$ cat config.mk
export PLATFORM = sky130hd
export DESIGN_NAME = mem_arb
export DESIGN_NICKNAME = d
export VERILOG_FILES = /design/src/rtl/mem_arb_pkg.sv /design/src/rtl/rr_pick2.sv /design/src/rtl/mem_arb.sv
export SDC_FILE = /design/constraint.sdc
export NUM_CORES = 1
export LEC_CHECK = 0
export ABC_AREA = 1
export BUFFER_PORTS_ARGS = -buffer_cell sky130_fd_sc_hd__buf_2
export CAP_MARGIN = 20
export CORE_ASPECT_RATIO = 1.5
export CORE_MARGIN = 5
export CORE_UTILIZATION = 40
export CTS_CLUSTER_DIAMETER = 150
export CTS_CLUSTER_SIZE = 8
export DETAILED_ROUTE_END_ITERATION = 8
export PLACE_DENSITY = 0.85
export SLEW_MARGIN = 20
export SYNTH_ARGS = -nofsm -noshare
export SYNTH_HDL_FRONTEND = slang
export SYNTH_HIERARCHICAL = 1
export SYNTH_SLANG_ARGS = --single-unit
$ cat constraint.sdc
create_clock -name CLK -period 1.5 [get_ports CLK]
set_input_delay 0.3 -clock CLK [delete_from_list [all_inputs] [get_ports CLK]]
set_output_delay 0.3 -clock CLK [all_outputs]
set_load 0.01 [all_outputs]
$ cat src/rtl/mem_arb_pkg.sv
// mem_arb_pkg: shared state encoding, requester IDs and default widths for mem_arb.
//   No ports; imported by mem_arb and rr_pick2.
package mem_arb_pkg;
   localparam int ADDR_W_DEF = 16;
   localparam int DATA_W_DEF = 32;
   typedef enum logic [1:0] {
      IDLE   = 2'd0,
      ACCESS = 2'd1,
      RESP   = 2'd2
   } state_t;
   localparam logic ID_IF = 1'b0;
   localparam logic ID_DM = 1'b1;
endpackage

$ cat src/rtl/rr_pick2.sv
// rr_pick2: two-way round-robin pick between fetch (req0) and data (req1).
//   req0_i/req1_i : requests; last_i : ID of the previous winner
//   any_o         : at least one request; win_o : winning ID (ID_IF/ID_DM)
module rr_pick2
   import mem_arb_pkg::*;
(
   input  logic req0_i,
   input  logic req1_i,
   input  logic last_i,
   output logic any_o,
   output logic win_o
);
   assign any_o = req0_i | req1_i;
   // DM wins when alone, or on a tie when IF won last time.
   assign win_o = req1_i & (~req0_i | (last_i == ID_IF));
endmodule

$ cat src/rtl/mem_arb.sv
// mem_arb: arbitrates instruction fetch and data requests onto one single-port memory.
//   CLK/RST                          : clock, async active-high reset
//   IF_REQ/IF_ADDR -> IF_GNT/IF_VALID/IF_RDATA          : fetch port
//   DM_REQ/DM_WE/DM_ADDR/DM_WDATA -> DM_GNT/DM_VALID/DM_RDATA : data port
//   MEM_EN/MEM_WE/MEM_ADDR/MEM_WDATA, MEM_RDATA (1-cycle latency) : memory port
//   BUSY                             : state is not IDLE
module mem_arb
   import mem_arb_pkg::*;
#(
   parameter int ADDR_W = ADDR_W_DEF,
   parameter int DATA_W = DATA_W_DEF
) (
   input  logic              CLK,
   input  logic              RST,
   input  logic              IF_REQ,
   input  logic [ADDR_W-1:0] IF_ADDR,
   output logic              IF_GNT,
   output logic              IF_VALID,
   output logic [DATA_W-1:0] IF_RDATA,
   input  logic              DM_REQ,
   input  logic              DM_WE,
   input  logic [ADDR_W-1:0] DM_ADDR,
   input  logic [DATA_W-1:0] DM_WDATA,
   output logic              DM_GNT,
   output logic              DM_VALID,
   output logic [DATA_W-1:0] DM_RDATA,
   output logic              MEM_EN,
   output logic              MEM_WE,
   output logic [ADDR_W-1:0] MEM_ADDR,
   output logic [DATA_W-1:0] MEM_WDATA,
   input  logic [DATA_W-1:0] MEM_RDATA,
   output logic              BUSY
);
   state_t            state_q, state_d;
   logic              last_q, last_d, we_q, we_d;
   logic [ADDR_W-1:0] addr_q, addr_d;
   logic [DATA_W-1:0] wdata_q, wdata_d, rdata;
   logic              any, pick, take, acc, rsp;

   rr_pick2 u_pick (
      .req0_i (IF_REQ),
      .req1_i (DM_REQ),
      .last_i (last_q),
      .any_o  (any),
      .win_o  (pick)
   );

   // last_q doubles as the in-flight winner: it is rewritten on every grant.
   always_comb begin
      take    = (state_q == IDLE) && any;
      state_d = (state_q == IDLE) ? (any ? ACCESS : IDLE) : (state_q == ACCESS) ? RESP : IDLE;
      last_d  = take ? pick : last_q;
      we_d    = take ? ((pick == ID_DM) && DM_WE) : we_q;
      addr_d  = take ? ((pick == ID_DM) ? DM_ADDR : IF_ADDR) : addr_q;
      wdata_d = take ? ((pick == ID_DM) ? DM_WDATA : '0) : wdata_q;
   end

   always_ff @(posedge CLK or posedge RST) begin
      if (RST) begin
         state_q <= IDLE;
         last_q  <= ID_DM;
         we_q    <= 1'b0;
         addr_q  <= '0;
         wdata_q <= '0;
      end else begin
         state_q <= state_d;
         last_q  <= last_d;
         we_q    <= we_d;
         addr_q  <= addr_d;
         wdata_q <= wdata_d;
      end
   end

   always_comb begin
      acc       = (state_q == ACCESS);
      rsp       = (state_q == RESP);
      rdata     = (rsp && !we_q) ? MEM_RDATA : '0;
      IF_GNT    = acc && (last_q == ID_IF);
      DM_GNT    = acc && (last_q == ID_DM);
      IF_VALID  = rsp && (last_q == ID_IF);
      DM_VALID  = rsp && (last_q == ID_DM);
      IF_RDATA  = IF_VALID ? rdata : '0;
      DM_RDATA  = DM_VALID ? rdata : '0;
      MEM_EN    = acc;
      MEM_WE    = acc && we_q;
      MEM_ADDR  = acc ? addr_q : '0;
      MEM_WDATA = acc ? wdata_q : '0;
      BUSY      = (state_q != IDLE);
   end
endmodule

## Word-level counts from Yosys, hierarchy flattened

Index checks and enable logic that the tools add are counted.

- Flip-flop bits (word level): 52
- Latch bits: 0
- Bits in writable memories: 0
- Memory bits (read-only): 0
- Bits of input ports: 101
- Logic and storage cells: 33
- Memories kept: 0

- $add $sub $neg: 0
- Multiply operators: 0
- Divide/modulo/power cells: 0
- Order comparisons: 0
- Eq/ne operators: 2
- Shift-type cells: 0
- Muxes and demuxes: 10
- Bitwise operators: 5
- Reductions and logical operators: 11

Operators with widths:

| kind | number |
|---|---|
| 32-bit two-way mux | 5 |
| 16-bit two-way mux | 2 |
| 1-bit logical AND | 8 |
| 2-bit two-way mux | 2 |
| 2-bit by 1-bit equality test with 1-bit output, second input constant | 1 |
| 2-bit equality test, second input constant | 1 |
| 2-bit logical NOT | 1 |
| 1-bit NOT | 2 |
| 1-bit bitwise OR | 2 |
| 2-bit nonzero test | 1 |
| 1-bit AND | 1 |
| 1-bit logical NOT | 1 |
| 1-bit two-way mux | 1 |

## Logic depth before layout (Yosys ltp)

Gate-level depths: netlist (run 1).

- Depth in word-level cells: 4
- Gate-level depth with buffers: 9
- Depth with buffers taken out: 7

## Modules after synthesis

The synthesis (run 1) kept the hierarchy.

By module, submodules not included:

| module | instances | cells each | area each (µm²) |
|---|---|---|---|
| mem_arb | 1 | 500 | 3592.2 |
| rr_pick2 | 1 | 3 | 15.0 |

## Least setup slack after synthesis (run 1)

OpenSTA, ideal clock, no wires.

- Path type: register to output
- Start: register last_q
- End: output port DM_RDATA[0]
- Arrival time: 1.201 ns
- Required time: 1.200 ns
- Setup slack: -0.001 ns
- Stages on the path, launching flop included: 5
- Path buffers: 2
- Path through: dfstp_2 > buf_2 > inv_2 > buf_2 > nor3_2

- Cells in the longest elaborated chain, start to end: 2

RTL lines:

| what | line | RTL |
|---|---|---|
| start, declared | mem_arb.sv:35 | `logic last_q, last_d, we_q, we_d;` |
| start signal, assigned | mem_arb.sv:67 | `last_q <= last_d;` |
| 1-bit logical AND | mem_arb.sv:81 | `DM_VALID = rsp && (last_q == ID_DM);` |
| 32-bit two-way mux | mem_arb.sv:83 | `DM_RDATA = DM_VALID ? rdata : '0;` |
| end, declared | mem_arb.sv:26 | `output logic [DATA_W-1:0] DM_RDATA,` |

Every way passes these cells.

## Final worst setup path (run 1)

- Start: register state_q[0]
- End: output port IF_RDATA[18]

- Cells in the longest elaborated chain, start to end: 4
- Elaborated cells between the ends (all ways): 5
- Classes of those cells: eq/ne (1); mux (2); reduce/logical (2)

RTL lines:

| what | line | RTL |
|---|---|---|
| start, declared | mem_arb.sv:34 | `state_t state_q, state_d;` |
| start signal, assigned | mem_arb.sv:66 | `state_q <= state_d;` |
| 2-bit equality test * | mem_arb.sv:76 | `rsp = (state_q == RESP);` |
| 1-bit logical AND | mem_arb.sv:77 | `rdata = (rsp && !we_q) ? MEM_RDATA : '0;` |
| 32-bit two-way mux | mem_arb.sv:77 |  |
| 32-bit two-way mux * | mem_arb.sv:82 | `IF_RDATA = IF_VALID ? rdata : '0;` |
| end, declared | mem_arb.sv:19 | `output logic [DATA_W-1:0] IF_RDATA,` |

Every way passes the cells marked *; elsewhere a longest branch is shown, timed or not.

==> reports/results.txt, run 1 <==
CP Data Arrival Time = 1.46 ns
startpoint types = register
area of the core = 8830 um2
Yosys top cell area share = 0.354
routability cong. = 0.823
layout cells sized above 1 = 0.513
status = finished with violations
DRT Wirelength = 12600 um
Max Fclk = 568 MHz
TritonCTS buffer count = 5
fin crit share = 1.17
hold crit path type = input pin to async pin
htree depth = 2
# fillers = 758
skew final = 0.00472 ns
Via Count = 4044
sequential area share after synthesis = 0.361
crit path max fanout = 27
Die H = 126 um
failing checks = setup timing
I/O Buffers = 219
clk sinks = 52
DR vias/cell = 4.81
first-pass GRT wire length = 19600 um
Slew Limit Fails = 0
syn nets = 604
crit path time final = 1.76 ns
antenna violations before repair = 1
Synth Flop Type = dfrtp_1
Clock Latency Late Sink = 0.29 ns
Tot Pwr = 9.41 mW
most frequent cell after synthesis = nand2_1
Commonest cells post-synth = nand2_1 (166), inv_1 (86), nor3_2 (60)
Peak supply drop = 0.960 mV
slew margin rel. = 0.732
Clock transition at path regs = 0.07 ns
Syn-to-layout area delta = 52.3%
FF-to-FF Start = last_q
static leakage = 3.21 nW
unrepaired setup endpoints after global routing = yes
CP endpoint kind = primary output
# rows = 42
Least-Margin Pin Slew = 0.402 ns
asr flop ratio synth = 1.00
final setup margin = -0.259 ns
CTS root buffer = clkbuf_16
largest net degree at the start of global routing = 39
DP Worst Slack = -0.0327 ns
Synth area leaders = dfrtp_1 (35%), nand2_1 (17%), nor3_2 (17%)
HPWL after DPL = 9060 um
CTS tree = done
syn_area_per_cell = 7.17 um2
DRC Markers = 0
layout net count = 829
CP Launch Point = state_q[0]
CTS max path bufs = 2
# placed instances = 816
TritonRoute pass-1 iters = 4
slowest cell delay on critical path = 0.40 ns
leading area contributor after synthesis = dfrtp_1
# hold bufs at CTS = 0
initial drt markers = 164
WP data required = 1.20 ns
synthesized area = 3610 um2
post-synthesis cell count = 503
ordered list of cells on the worst path = inv_2 > nand3_4 > buf_12 > nor3_2 > buf_2
Tot GR Track Use = 0.218
Congestion Overflow GR = 0
Initial Utilization = 0.409
Post-synth EDFFs = 0
slowest cell on the critical path = dfrtp_1
die width = 87.5 um
max cap viols = 0
Layout Cells excl Fill = 840
post-synth cell types = 20
Hold Vio Cnt, Final = 0
WL per Instance = 15.0 um
remaining antenna violation count = 0
P per Cell Area = 1710 nW/um2
Synth Warn # = 6
number of top-level pins = 220
die area = 11100 um2
WS Path Type = register to primary output
final setup vio count = 134
#FFs+latches synth = 52
vias in the first global route = 4052
## where the power goes
part / switching [mW] / internal [mW] / total, mW / leakage, nW
sequential: 0.402 / 2.10 / 2.50 / 0.669
clock: 0.517 / 0.625 / 1.14 / 0.0742
combinational: 3.38 / 2.39 / 5.77 / 2.46
total: 4.30 / 5.11 / 9.41 / 3.21
## critical path, delay by kind of cell (launching register included)
kind	cells	cell delay, ns
buf+inv	3	0.49
flops	1	0.40
simple gates	2	0.29
## metal layers
layer | global-route usage | vias up | share of wire
met5 | 0 | - | 0
met4 | 0.0967 | 0 | 0.041
met1 | 0.239 | 1867 | 0.35
met2 | 0.395 | 165 | 0.53
li1 | - | 1977 | -
met3 | 0.0422 | 35 | 0.084
## cells in the final DEF, fill, tap and decap left out
cell type,count
buf_4,17
dfstp_2,1
nor3_2,60
nor3_1,3
nor2_2,6
inv_2,3
nand2_1,145
inv_4,1
nor2_4,9
nor3_4,1
bufbuf_16,1
buf_16,2
nand3_4,1
diode_2,1
buf_2,209
clkinv_2,1
dfrtp_1,50
nand3_1,1
nor2_1,40
inv_6,2
clkbuf_16,6
inv_1,82
nand2_2,19
buf_6,15
clkinv_4,1
nand4_1,33
dfrtp_2,1
or2_1,1
clkinvlp_4,2
nand2_8,1
buf_8,2
a21oi_4,1
buf_12,9
nand2_4,3
## kinds of logic (layout without fill, tap and decap cells)
family | Yosys count | after routing | synth area share
buffers and inverters | 127 | 353 | 0.163
other | 0 | 1 | 0
AOI/OAI and AO/OA | 1 | 1 | 0.00139
and+or+nand+nor | 323 | 323 | 0.475
DFF | 52 | 52 | 0.361
## path summary, 6_finish.rpt
check	end	slack (ns)	depth (start not counted)
worst max-delay path	IF_RDATA[18]	-0.26	5
worst min register to register	wdata_q[21]	0.48	2
max in group asynchronous	state_q[1]	1.07	3
worst max register to register	addr_q[14]	-0.07	9
min in group CLK	wdata_q[19]	0.25	3
worst min-delay path	wdata_q[1]	0.07	3
## state kept, by name, indices dropped and copies added (netlist names)
register,flops
state_q,2
wdata_q,32
we_q,1
addr_q,16
last_q,1
## per-stage QoR
stage | instance area (um2) | hold slack, ns | TNS, ns | util
after CTS | 5320 | 0.0787 | -20.40 | 0.603
after global routing | 5500 | 0.102 | -29.84 | 0.622
final | 5500 | 0.0707 | -19.94 | 0.622
after floorplan | 3610 | 0.355 | -0.0226 | -
after detailed placement | 4860 | 0.391 | -0.298 | 0.550
after global placement | 4860 | 0.395 | 0 | 0.550
## what timing repair did
item / CTS / global route
endpoints found under the hold margin: 0 / 0
gates cloned: 3 / 1
setup buffers: 7 / 4
setup endpoints to repair: 134 / 135
pin swaps: 1 / 7
resized for setup: 47 / 33
## area by class of cell
cell class / count / area (um2) / area share
tap: 110 / 138 / 0.0250
inverter: 89 / 349 / 0.0635
multi-input combinational: 324 / 1890 / 0.344
timing repair buffer: 256 / 1670 / 0.303
clock buffer: 5 / 125 / 0.0228
clock inverter: 3 / 22.5 / 0.00410
antenna: 1 / 2.50 / 0.000455
sequential: 52 / 1300 / 0.237
Power figures use the tool's default switching activity.
==> run 2: changes to the inputs <==
--- a/config.mk
+++ b/config.mk
@@ -15,6 +15,7 @@
 export CTS_CLUSTER_SIZE = 8
 export DETAILED_ROUTE_END_ITERATION = 8
 export PLACE_DENSITY = 0.85
+export SETUP_SLACK_MARGIN = 0.5
 export SLEW_MARGIN = 20
 export SYNTH_ARGS = -nofsm -noshare
 export SYNTH_HDL_FRONTEND = slang
==> reports/results.txt, run 2 (synthesized netlist as in run 1, its figures left out) <==
commonest non-fill, non-tap cell in the layout = buf_2
# placed instances = 820 (+0.49%)
ordered list of cells on the worst path = buf_12 > inv_12 > nor3_2 > buf_2
HPWL after DPL = 9780 um (+8.0%)
slew margin rel. = 0.671 (-0.0610)
TritonCTS buffer count = 5 (unchanged)
DP Worst Slack = -0.00271 ns (+0.0300 ns)
number of top-level pins = 220 (unchanged)
Clk pwr share = 0.106 (-0.015)
routability cong. = 0.802 (-2.5%)
layout cells sized above 1 = 0.598 (+0.0849)
# rows = 42 (unchanged)
crit path max fanout = 9 (-67%)
# fillers = 562 (-26%)
Congestion Overflow GR = 0 (unchanged)
failing checks = setup timing
die width = 87.5 um (unchanged)
startpoint types = register
slowest cell delay on critical path = 0.65 ns (+0.25 ns)
CTS tree = done
antenna violations before repair = 0 (-1)
Clock Latency Late Sink = 0.29 ns (about the same)
Die H = 126 um (unchanged)
largest net degree at the start of global routing = 35 (-10%)
DR vias/cell = 5.14 (+6.7%)
Slew Limit Fails = 0 (unchanged)
WL per Instance = 18.0 um (+21%)
Max Fclk = 562 MHz (-1.0%)
DRT Wirelength = 15600 um (+24%)
Pint = 6.61 mW (+29%)
R2R depth = 8 (-1)
Tot GR Track Use = 0.257 (+0.0396)
Hold Vio Cnt, Final = 0 (unchanged)
r2r endpoint = wdata_q[18]
CTS root buffer = clkbuf_16
final setup vio count = 168 (+25%)
antenna diode count = 0 (-1)
fin crit share = 1.19 (+0.0124)
WS Path Type = register to primary output
P_sw = 5.78 mW (+34%)
clk sinks = 52 (unchanged)
first-pass GRT wire length = 22600 um (+15%)
vias in the first global route = 4524 (+12%)
static leakage = 3.66 nW (+14%)
htree depth = 2 (unchanged)
status = finished with violations
Via Count = 4448 (+10%)
Syn-to-layout area delta = 89.4%
Peak supply drop = 1.32 mV (+38%)
CP Data Arrival Time = 1.48 ns (+0.02 ns)
skew final = 0.00963 ns (+0.00491 ns)
remaining antenna violation count = 0 (unchanged)
Reg power frac = 0.207 (-0.059)
area of the core = 8830 um2 (unchanged)
Tot Pwr = 12.4 mW (+32%)
I/O Buffers = 219 (unchanged)
Layout Cells excl Fill = 866 (+3.1%)
Regs by FF count = wdata_q x32, addr_q x16, state_q x2
Least-Margin Pin Slew = 0.493 ns (+0.0915 ns)
slowest cell on the critical path = dfstp_4
r2r setup slk = -0.24 ns (-0.17 ns)
layout net count = 856 (+3.3%)
most frequent cells in the layout = buf_2 (183), nand2_1 (139), inv_1 (81)
DRC Markers = 0 (unchanged)
max cap viols = 0 (unchanged)
unrepaired setup endpoints after global routing = yes
initial drt markers = 289 (+76%)
Comb power frac = 0.687 (+0.074)
CP endpoint kind = primary output
Net Sw Frac = 0.467 (+0.00996)
Initial Utilization = 0.409 (unchanged)
FF-to-FF Start = last_q
final setup margin = -0.278 ns (-0.0186 ns)
die area = 11100 um2 (unchanged)
CTS max path bufs = 2 (unchanged)
TritonRoute pass-1 iters = 5 (+1)
hold crit path type = input pin to async pin
Final Util = 0.774 (+0.151)
max FFs per register = 32 (unchanged)
P per Cell Area = 1810 nW/um2 (+5.9%)
WP data required = 1.20 ns (about the same)
Biggest register = wdata_q
crit path time final = 1.78 ns (+0.0186 ns)
Clock transition at path regs = 0.07 ns (about the same)
run 2: cell count changes in the layout (fill, tap and decap cells not counted), moves of 4 or more:
cell / delta
nor2_4: +43
nor2_1: -39
buf_6: +31
buf_2: -26
nor3_4: +26
nor3_2: -23
buf_16: +9
buf_12: +6
nand2_1: -6
clkbuf_16: +5
nand2_4: +5
nor2_2: -4
run 2: power by group through the flow:
stage	Sequential [mW]	Combinational [mW]	Clock, mW
after detailed placement	2.54	6.08	0
final	2.57	8.51	1.31
after floorplan	2.43	4.71	0
after global placement	2.49	5.89	0
after CTS	2.52	7.60	1.34
after global routing	2.63	9.03	1.39
run 2: repair_timing:
item                                    in CTS  in global routing
gates cloned                                12                  7
hold buffers                                 0                  0
setup buffers                               13                  6
endpoints found under the setup margin     170                170
pin swaps                                   12                 34
resized for setup                           74                 67
run 2: cell type report:
cell class / count / area [um2] / area share
Multi-Input combinational cell: 324 / 2440 / 0.357
Timing Repair Buffer: 280 / 2360 / 0.346
Sequential cell: 52 / 1310 / 0.192
Inverter: 89 / 368 / 0.0538
Tap cell: 110 / 138 / 0.0201
Clock buffer: 5 / 125 / 0.0183
Clock inverter: 3 / 46.3 / 0.00678
Timing Repair inverter: 3 / 45.0 / 0.00659
run 2: worst max path at each step:
stage / from / to / slack, ns / cells past startpoint
after CTS: last_q / DM_RDATA[25] / -0.26 / 4
after global placement: last_q / DM_RDATA[31] / 0.05 / 3
after detailed placement: last_q / DM_RDATA[31] / -0.003 / 3
after floorplan: last_q / DM_RDATA[13] / 0.09 / 4
after global routing: we_q / IF_RDATA[11] / -0.34 / 5
final: last_q / DM_RDATA[15] / -0.28 / 4
run 2: metal layers:
metal / vias up / routed length, um / global-route usage
met5: - / 0 / 0
met4: 0 / 785 / 0.122
met3: 57 / 1110 / 0.0363
met2: 229 / 8590 / 0.487
met1: 2112 / 5130 / 0.269
li1: 2050 / - / -
run 2: critical path, delay by kind of cell (launching register included):
kind | cells | cell delay (ns)
and+or+nand+nor | 1 | 0.17
buffers and inverters | 3 | 0.37
DFF | 1 | 0.65
run 2: per-stage QoR:
stage	area [um2]	TNS, ns	hold WS [ns]
6_report	6830	-33.37	0.0538
5_1_grt	6830	-41.30	0.0943
4_1_cts	6370	-29.50	0.0635
3_5_place_dp	5450	-0.00271	0.378
3_3_place_gp	5450	0	0.375
2_1_floorplan	4290	0	0.355
==> run 3: changes to the inputs <==
--- a/config.mk
+++ b/config.mk
@@ -10,11 +10,11 @@
 export CAP_MARGIN = 20
 export CORE_ASPECT_RATIO = 1.5
 export CORE_MARGIN = 5
-export CORE_UTILIZATION = 40
+export CORE_UTILIZATION = 44
 export CTS_CLUSTER_DIAMETER = 150
 export CTS_CLUSTER_SIZE = 8
 export DETAILED_ROUTE_END_ITERATION = 8
-export PLACE_DENSITY = 0.85
+export PLACE_DENSITY = 0.89
 export SETUP_SLACK_MARGIN = 0.5
 export SLEW_MARGIN = 20
 export SYNTH_ARGS = -nofsm -noshare
==> constraint.sdc (replaced) <==
create_clock -name CLK -period 1.7 [get_ports CLK]
set_input_delay 0.34 -clock CLK [delete_from_list [all_inputs] [get_ports CLK]]
set_output_delay 0.34 -clock CLK [all_outputs]
set_load 0.01 [all_outputs]
==> reports/results.txt, run 3 (synthesized netlist as in run 1, its figures left out) <==
Max Fclk = 529 MHz
slew margin rel. = 0.598 (-0.0725)
area of the core = 8010 um2 (-9.3%)
grt met1 use = 0.297 (+0.0280)
CTS root buffer = clkbuf_16
Regs by FF count = wdata_q x32, addr_q x16, state_q x2
Syn-to-layout area delta = 87.3%
Via Count = 4413 (-0.79%)
CTS max path bufs = 2 (unchanged)
Slew Limit Fails = 0 (unchanged)
unrepaired setup endpoints after global routing = yes
skew final = 0.00655 ns (-0.00308 ns)
static leakage = 3.67 nW (+0.36%)
# placed instances = 813 (-0.85%)
CTS tree = done
Least-Margin Pin Slew = 0.602 ns (+0.109 ns)
max FFs per register = 32 (unchanged)
DRC Markers = 0 (unchanged)
final setup margin = -0.192 ns (+0.0861 ns)
HPWL after DPL = 9030 um (-7.7%)
antenna violations before repair = 2 (+2)
# fillers = 443 (-21%)
crit path time final = 1.89 ns
Congestion Overflow GR = 0 (unchanged)
layout net count = 864 (+0.93%)
status = finished with violations
CP endpoint kind = primary output
Clock Latency Late Sink = 0.29 ns (about the same)
WS Path Type = register to primary output
die area = 10100 um2 (-8.2%)
DR vias/cell = 5.08 (-1.1%)
met3 usage = 0.0571 (+0.0207)
Initial Utilization = 0.450 (+0.0419)
P per Cell Area = 1590 nW/um2 (-12%)
die width = 83.9 um (-4.1%)
failing checks = setup timing
clk sinks = 52 (unchanged)
hold crit path type = input pin to async pin
Biggest register = wdata_q
WP data required = 1.36 ns (+0.16 ns)
DRT Wirelength = 14500 um (-7.1%)
most frequent cells in the layout = buf_2 (203), nand2_1 (142), inv_1 (83)
Tot GR Track Use = 0.247 (-0.00992)
number of top-level pins = 220 (unchanged)
antenna diode count = 0 (unchanged)
TritonCTS buffer count = 5 (unchanged)
layer with the highest usage = met2
I/O Buffers = 219 (unchanged)
first-pass GRT wire length = 20700 um (-8.4%)
TritonRoute pass-1 iters = 4 (-1)
routability cong. = 0.877 (+9.4%)
htree depth = 2 (unchanged)
Peak supply drop = 1.26 mV (-4.4%)
largest net degree at the start of global routing = 32 (-8.6%)
initial drt markers = 238 (-18%)
CP Data Arrival Time = 1.55 ns (+0.07 ns)
layout cells sized above 1 = 0.590 (-0.00757)
max cap viols = 0 (unchanged)
GR Util met2 = 0.431 (-0.0554)
Clock transition at path regs = 0.07 ns (about the same)
final setup vio count = 116 (-31%)
# rows = 40 (-4.8%)
vias in the first global route = 4231 (-6.5%)
crit path max fanout = 8 (-1)
Die H = 121 um (-4.3%)
startpoint types = register
Layout Cells excl Fill = 869 (+0.35%)
fin crit share = 1.11
Hold Vio Cnt, Final = 0 (unchanged)
WL per Instance = 16.7 um (-7.4%)
Final Util = 0.844 (+0.0699)
commonest non-fill, non-tap cell in the layout = buf_2
r2r setup slk = 0.19 ns (+0.43 ns)
remaining antenna violation count = 0 (unchanged)
==> run 3: changes by cell type in the layout (fill, tap and decap cells not counted), sizes merged <==
| cell | delta |
|---|---|
| nand2 | +1 |
| inv | -2 |
| bufbuf | -1 |
| nand3 | +2 |
| buf | +5 |
| clkbuf | +2 |
| clkinv | +1 |
==> run 3: path summary, 6_finish.rpt <==
path,start,to,cells past startpoint
hold reg to reg,addr_q[12],addr_q[12],2
hold / removal,RST,wdata_q[3],2
setup / recovery,state_q[0],IF_RDATA[16],6
max in group asynchronous,RST,wdata_q[19],3
min in group CLK,DM_WDATA[24],wdata_q[24],3
setup reg to reg,last_q,wdata_q[16],8
==> run 3: worst max-delay path: stages, from the launching register on <==
cell and delay [ns]:
dfrtp_1 0.40, inv_2 0.14, buf_6 0.13, nand3_4 0.11, buf_12 0.18, nor3_4 0.13, buf_2 0.16
==> run 3: final cells by class <==
cell class                 count  area (um2)  share of cell area
clock buffer                   6         129              0.0191
clock inverter                 2        35.0             0.00519
inverter                      89         363              0.0537
multi-input combinational    327        2510               0.371
sequential                    52        1300               0.193
tap                          105         131              0.0194
timing repair buffer         285        2230               0.330
timing repair inverter         3        52.6             0.00778
==> run 3: through the flow <==
| step | cell area, um2 | worst slack (ns) | hold slack [ns] | power [mW] | setup TNS (ns) |
|---|---|---|---|---|---|
| after floorplan | 4190 | 0.247 | 0.395 | 6.17 | 0 |
| after global placement | 5370 | 0.139 | 0.421 | 7.21 | 0 |
| after detailed placement | 5370 | 0.0904 | 0.435 | 7.38 | 0 |
| after CTS | 6060 | -0.141 | 0.119 | 9.37 | -7.92 |
| after global routing | 6760 | -0.242 | 0.155 | 11.4 | -17.34 |
| final | 6760 | -0.192 | 0.109 | 10.8 | -11.07 |
==> run 3: repair_timing <==
action	4_1_cts	5_1_grt
setup endpoints to repair	168	170
pin swaps	16	25
hold buffers	0	0
buffers inserted	20	7
resized for setup	52	78
cloned	9	12
==> run 3: report_power, final <==
part	total [mW]	switching, mW	internal [mW]
Sequential	2.23	0.375	1.85
Clock	1.14	0.451	0.693
Combinational	7.40	4.26	3.13
Total	10.8	5.09	5.67
==> run 3: layer usage <==
| metal | share of wire | up-vias |
|---|---|---|
| met1 | 0.36 | 2060 |
| met5 | 0.0019 | - |
| met2 | 0.52 | 246 |
| li1 | - | 2056 |
| met4 | 0.033 | 4 |
| met3 | 0.089 | 47 |
